--- config.mk ---
export PLATFORM = sky130hd
export DESIGN_NAME = sym9_vector_gen
export DESIGN_NICKNAME = d
export VERILOG_FILES = /design/src/rtl/sym9_gen_pkg.sv /design/src/rtl/sym9_gosper_next.sv /design/src/rtl/sym9_vector_gen.sv
export SDC_FILE = /design/constraint.sdc
export NUM_CORES = 1
export LEC_CHECK = 0
export CORE_MARGIN = 5
export CORE_UTILIZATION = 30
export DETAILED_ROUTE_END_ITERATION = 12
export GPL_TIMING_DRIVEN = 0
export PLACE_DENSITY = 0.47
export SLEW_MARGIN = 20
export SYNTH_ARGS = -nofsm -noshare
export SYNTH_HDL_FRONTEND = slang
export SYNTH_SLANG_ARGS = --single-unit
--- constraint.sdc ---
create_clock -name clk -period 5.7 [get_ports clk]
set_input_delay 0.57 -clock clk [delete_from_list [all_inputs] [get_ports clk]]
set_output_delay 0.57 -clock clk [all_outputs]
set_load 0.005 [all_outputs]
--- src/rtl/sym9_gen_pkg.sv ---
// Shared types and combination helpers for the 9-input symmetric-function
// vector generator.
package sym9_gen_pkg;

    localparam int N = 9;

    typedef enum logic [1:0] {
        IDLE = 2'd0,
        EMIT = 2'd1,
        DONE = 2'd2
    } state_e;

    // Smallest N-bit value of weight k: the k low bits set.
    function automatic logic [N-1:0] base_comb(input logic [3:0] k);
        logic [N:0] one_hot;
        one_hot = (N+1)'(1) << k;
        return N'(one_hot - (N+1)'(1));
    endfunction

    // Largest N-bit value of weight k: the k high bits set (0 for k=0).
    function automatic logic [N-1:0] top_comb(input logic [3:0] k);
        if (k == 4'd0) begin
            return '0;
        end
        return base_comb(k) << (4'(N) - k);
    endfunction

    function automatic logic [3:0] popcnt9(input logic [N-1:0] v);
        logic [3:0] cnt;
        cnt = 4'd0;
        for (int i = 0; i < N; i++) begin
            cnt = cnt + {3'd0, v[i]};
        end
        return cnt;
    endfunction

endpackage

--- src/rtl/sym9_gosper_next.sv ---
// Gosper successor: next larger 9-bit value with the same popcount.
// Only meaningful for inputs that are not the top combination of their weight.
module sym9_gosper_next
    import sym9_gen_pkg::*;
(
    input  logic [N-1:0] vec,
    output logic [N-1:0] next_vec
);

    logic [N-1:0] lsb;
    logic [N-1:0] ripple;
    logic [N-1:0] spread;
    logic [3:0]   tz;

    // A non-top input always has a larger same-weight successor, so the
    // ripple add cannot carry out of 9 bits and the 9-bit path is exact.
    always_comb begin
        // NOTE: every combinational output gets a default before any branch, otherwise a latch is inferred.
        tz = 4'd0;
        for (int i = N - 1; i >= 0; i--) begin
            if (vec[i]) begin
                tz = 4'(i);
            end
        end
        lsb      = vec & (~vec + N'(1));
        ripple   = vec + lsb;
        spread   = ((vec ^ ripple) >> 2) >> tz;
        next_vec = ripple | spread;
    end

endmodule

--- src/rtl/sym9_vector_gen.sv ---
// Streams every 9-bit vector whose popcount lies in [weight_lo, weight_hi],
// with its golden symmetric output. Optional running sum: SYM9_GEN_SIGNATURE_EN.
module sym9_vector_gen #(
    parameter int PASS_LO = 3,
    parameter int PASS_HI = 6,
    parameter int N       = 9
) (
    input  logic        clk,
    input  logic        rst_n,
    input  logic        start,
    input  logic [3:0]  weight_lo,
    input  logic [3:0]  weight_hi,
    input  logic        abort,
    output logic [8:0]  vec,
    output logic        vec_exp,
    output logic        vec_valid,
    input  logic        vec_ready,
    output logic        vec_last,
    output logic [9:0]  beat_cnt,
    output logic        busy,
    output logic        done,
    output logic        err,
    output logic [15:0] sig
);

    import sym9_gen_pkg::*;

    if (N != 9) begin : g_bad_width
        $error("sym9_vector_gen: N must be 9");
    end

    localparam logic [1:0] ST_IDLE = IDLE;
    localparam logic [1:0] ST_EMIT = EMIT;
    localparam logic [1:0] ST_DONE = DONE;

    function automatic logic in_window(input logic [3:0] w);
        return (int'(w) >= PASS_LO) && (int'(w) <= PASS_HI);
    endfunction

    logic [1:0] state;
    logic [3:0] k;
    logic [3:0] hi_q;
    logic [8:0] succ;
    logic       at_top;
    logic       hs;
    logic       range_ok;
    logic       start_ok;

    sym9_gosper_next u_next (
        .vec      (vec),
        .next_vec (succ)
    );

    assign range_ok = (weight_lo <= weight_hi) && (weight_hi <= 4'd9);
    assign start_ok = (state == ST_IDLE) && start && range_ok;
    assign hs       = vec_valid && vec_ready;
    assign at_top   = (vec == top_comb(k));
    assign vec_last = vec_valid && at_top && (k == hi_q);
    assign busy     = (state != ST_IDLE);
    assign done     = (state == ST_DONE);

    always_ff @(posedge clk) begin
        // NOTE: sequential state uses non-blocking assignments so every register samples pre-edge values.
        if (!rst_n) begin
            state     <= ST_IDLE;
            k         <= 4'd0;
            hi_q      <= 4'd0;
            vec       <= '0;
            vec_exp   <= 1'b0;
            vec_valid <= 1'b0;
            beat_cnt  <= '0;
            err       <= 1'b0;
        end else begin
            err <= 1'b0;
            case (state)
                ST_IDLE: begin
                    if (start_ok) begin
                        state     <= ST_EMIT;
                        k         <= weight_lo;
                        hi_q      <= weight_hi;
                        vec       <= base_comb(weight_lo);
                        vec_exp   <= in_window(weight_lo);
                        vec_valid <= 1'b1;
                        beat_cnt  <= '0;
                    end else if (start) begin
                        err <= 1'b1;
                    end
                end
                ST_EMIT: begin
                    if (hs) begin
                        beat_cnt <= beat_cnt + 10'd1;
                    end
                    // Abort wins over advancing; a beat taken on the same edge still counts.
                    if (abort) begin
                        state     <= ST_IDLE;
                        vec_valid <= 1'b0;
                    end else if (hs) begin
                        if (at_top && (k == hi_q)) begin
                            state     <= ST_DONE;
                            vec_valid <= 1'b0;
                        end else if (at_top) begin
                            k       <= k + 4'd1;
                            vec     <= base_comb(k + 4'd1);
                            vec_exp <= in_window(k + 4'd1);
                        end else begin
                            vec     <= succ;
                            vec_exp <= in_window(popcnt9(succ));
                        end
                    end
                end
                ST_DONE: state <= ST_IDLE;
                default: state <= ST_IDLE;
            endcase
        end
    end

`ifdef SYM9_GEN_SIGNATURE_EN
    always_ff @(posedge clk) begin
        if (!rst_n) begin
            sig <= '0;
        end else if (start_ok) begin
            sig <= '0;
        end else if (hs) begin
            sig <= sig + {7'd0, vec};
        end
    end
`else
    assign sig = '0;
`endif

endmodule
==> reports/results.tsv <==
stage	metric	value	unit
routing	antenna_left	0	
clocking	numCtsBuffers	5	
clocking	cts_tree	yes	
pwr	switching_share	0.441	
routing	firstDrtPassIters	6	
sta	fin_ws	0.194	ns
synthesis	yosysSeqAreaShare	0.150	
clocking	clk_pin_slew	0.06	ns
floorplanning	rows	43	
sta	worstMarginPinSlew	0.847	ns
placed_design	dp_cells	831	
layout	area.growth.synth_to_final	24.6	%
layout	final_core_util	0.382	
sta	timing.setup.tns	0	ns
sta	fin_skew	0.00671	ns
synthesis	avgSynthCellArea	7.14	sq um
floorplanning	fp.coreArea	13900	sq um
synthesis	synth.area.top_cells	dfxtp_1 15%, ha_1 5.9%, nand2_1 5.6%, a21oi_1 5.2%, o21ai_0 5.0%	
synthesis	synth.largest_area_cell	dfxtp_1	
synthesis	ys_warn_count	0	
placed_design	gp_congestion	0.898	
layout	antennaDiodeCount	0	
pwr	power_density	257	nW/um^2
worst_setup_path	cp_max_fo	10	
worst_setup_path	reg2regPathDepth	18	
routing	drt-initial-drc-count	504	
clocking	htreeDepth	2	
pwr	ir_drop	0.000162	V
routing	wl_per_cell	17.8	microns
synthesis	synth_edf_count	0	
routing	viasPerCell	5.71	
floorplanning	ios	54	
min_path	worstHoldPathCells	2	
synthesis	synth_seq_cells	32	
worst_setup_path	arrival	5.68	ns
job	cap_violations	0	
clocking	cts.sinks	32	
pwr	seqPwrFrac	0.192	
sta	fin_crit	5.51	ns
placed_design	io_buffers	37	
pwr	p_sw	0.000603	W
layout	drive_above_1_share	0.144	
global_routing	grt_pass1_wl	24.1	mm
clocking	cts_root_buf	clkbuf_16	
placed_design	dp_slack	-0.815	ns
clocking	holdBufCountCts	0	
layout	fin_nets	699	
min_path	holdCritPathClass	reg2reg	
global_routing	grt_max_degree	13	
synthesis	yosysTopAreaCellShare	0.150	
sta	timing_max_transition_violations_final	0	
floorplanning	die_y	129	microns
synthesis	ys_types	89	
pwr	combPwrFrac	0.579	
sta	hold_viol	0	
pwr	clkPwrFrac	0.229	
clocking	cts_buffer_depth	2	
sta	fin_crit_sh	0.966	
worst_setup_path	required	5.88	ns
sta	fmax	0.182	GHz
status	outcome	complete, no violations	
sta	setup-violations-final	0	
routing	drt-total-wl	15.0	mm
floorplanning	fp.dieW	129	microns
synthesis	ys.flop_type	dfxtp_1	
clocking	worstSkewPairLatency	0.28	ns
floorplanning	die_area	16700	sq um
sta	max_slew_margin	0.431	
worst_setup_path	end_kind	flop	
synthesis	async_reset_ff_frac	0	
synthesis	synthCells	599	
global_routing	grt_antenna_before_repair	0	
synthesis	mappedNetlistArea	4280	sq um
layout	finalNonFillerCells	842	
global_routing	grt_pass1_vias	4664	
global_routing	track_usage	0.177	
routing	drc_errors	0	
global_routing	globalRoute.totalOverflow	0	
placed_design	hpwl	11.4	mm
placed_design	place_area	4930	sq um
worst_setup_path	setup.worst_path.class	reg2reg	
worst_setup_path	startpoint_type	flop	
pwr	leakage	2.07	nW
floorplanning	initial_core_util	0.307	
pwr	intPower	0.000766	W
routing	via_count	4810	
layout	final_cell_area	5330	sq um
==> final cells by class <==
type / count / area, sq um
inverters: 30 / 116
multi-input cells: 494 / 3420
fillers: 1462 / 8610
plain buffers: 54 / 313
well taps: 180 / 225
clock buffers: 5 / 125
repair buffers: 44 / 423
flip-flops and latches: 32 / 657
clock inverters: 3 / 42.5
==> cell usage in the layout (no fill, tap or decap), types with 10 or more instances in the layout <==
cell,instances
a21oi_1,42
a31oi_1,11
buf_4,27
clkbuf_1,20
clkdlybuf4s50_1,37
conb_1,16
dfxtp_1,25
ha_1,20
inv_1,28
nand2_1,64
nand3_1,24
nor2_1,39
nor2b_1,12
nor3_1,16
o21ai_0,41
or3_1,10
xor2_1,14
==> stage by stage <==
step | power, W | hold WS (ns)
floorplan | 0.000795 | 0.448
global placement | 0.000983 | 0.460
detailed placement | 0.000984 | 0.466
CTS | 0.00132 | 0.475
global route | 0.00148 | 0.506
finish | 0.00137 | 0.470
==> Yosys cell counts (6+ instances only) <==
cell type / count
a211oi_1: 8
a21oi_1: 44
a31oi_1: 12
and2_1: 8
buf_4: 18
clkbuf_1: 29
dfxtp_1: 32
ha_1: 20
inv_1: 28
mux2i_1: 8
nand2_1: 64
nand2b_1: 9
nand3_1: 24
nand4_1: 8
nor2_1: 41
nor2b_1: 12
nor3_1: 17
o2111ai_1: 6
o211ai_1: 7
o21ai_0: 43
or3_1: 10
xnor2_1: 7
xor2_1: 14
==> metal layers <==
metal  up-vias  track usage  share of wire
li1       2307            -              -
met1      2284        0.243           0.46
met2       191        0.282           0.45
met3        28       0.0334          0.064
met4         0       0.0562          0.023
met5         -            0              0
==> critical path: stages (launching register included) <==
cell	delay, ns
dfxtp_4	0.39
clkbuf_2	0.23
nor2_1	0.21
a221o_1	0.31
a221oi_1	0.13
or2_2	0.34
o311ai_4	0.41
fa_1	0.49
fa_1	0.53
fa_1	0.52
fa_1	0.42
inv_1	0.08
fa_1	0.39
nand2b_1	0.16
xnor2_1	0.14
and3_1	0.16
o21ai_0	0.15
mux2i_1	0.09
o221a_1	0.24
==> state kept, by name, summed over array words and instances (netlist names) <==
| register | count |
|---|---|
| vec | 9 |
| err | 1 |
| vec_valid | 1 |
| k | 4 |
| vec_exp | 1 |
| hi_q | 4 |
| beat_cnt | 10 |
| state | 2 |
==> final timing paths <==
kind                 from      end  slack (ns)
hold / removal    hi_q[0]  hi_q[0]        0.47
hold reg to reg   hi_q[0]  hi_q[0]        0.47
setup reg to reg   vec[3]  vec_exp        0.19
setup / recovery   vec[3]  vec_exp        0.19
==> power by group through the flow <==
stage	clock, W	combinational, W	sequential, W
after floorplan	0	0.000544	0.000251
after global placement	0	0.000727	0.000256
after detailed placement	0	0.000728	0.000256
after CTS	0.000321	0.000742	0.000261
after global routing	0.000332	0.000878	0.000265
final	0.000314	0.000793	0.000263
==> cell families after synthesis <==
group | Yosys count | share of synthesized area
xor gates and xnor gates | 22 | 0.0468
and+or+nand+nor | 231 | 0.288
muxes | 9 | 0.0214
AOI/OAI and AO/OA | 190 | 0.309
buffers and inverters | 88 | 0.0998
other | 1 | 0.000877
adders and majority gates | 26 | 0.0843
DFF | 32 | 0.150
==> timing repair <==
| item | in CTS | in global routing |
|---|---|---|
| resized for setup | 21 | 30 |
| buffers inserted | 0 | 7 |
| pin swaps | 1 | 5 |
| endpoints found under the setup margin | 1 | 2 |
(Power assumes the default switching activity.)
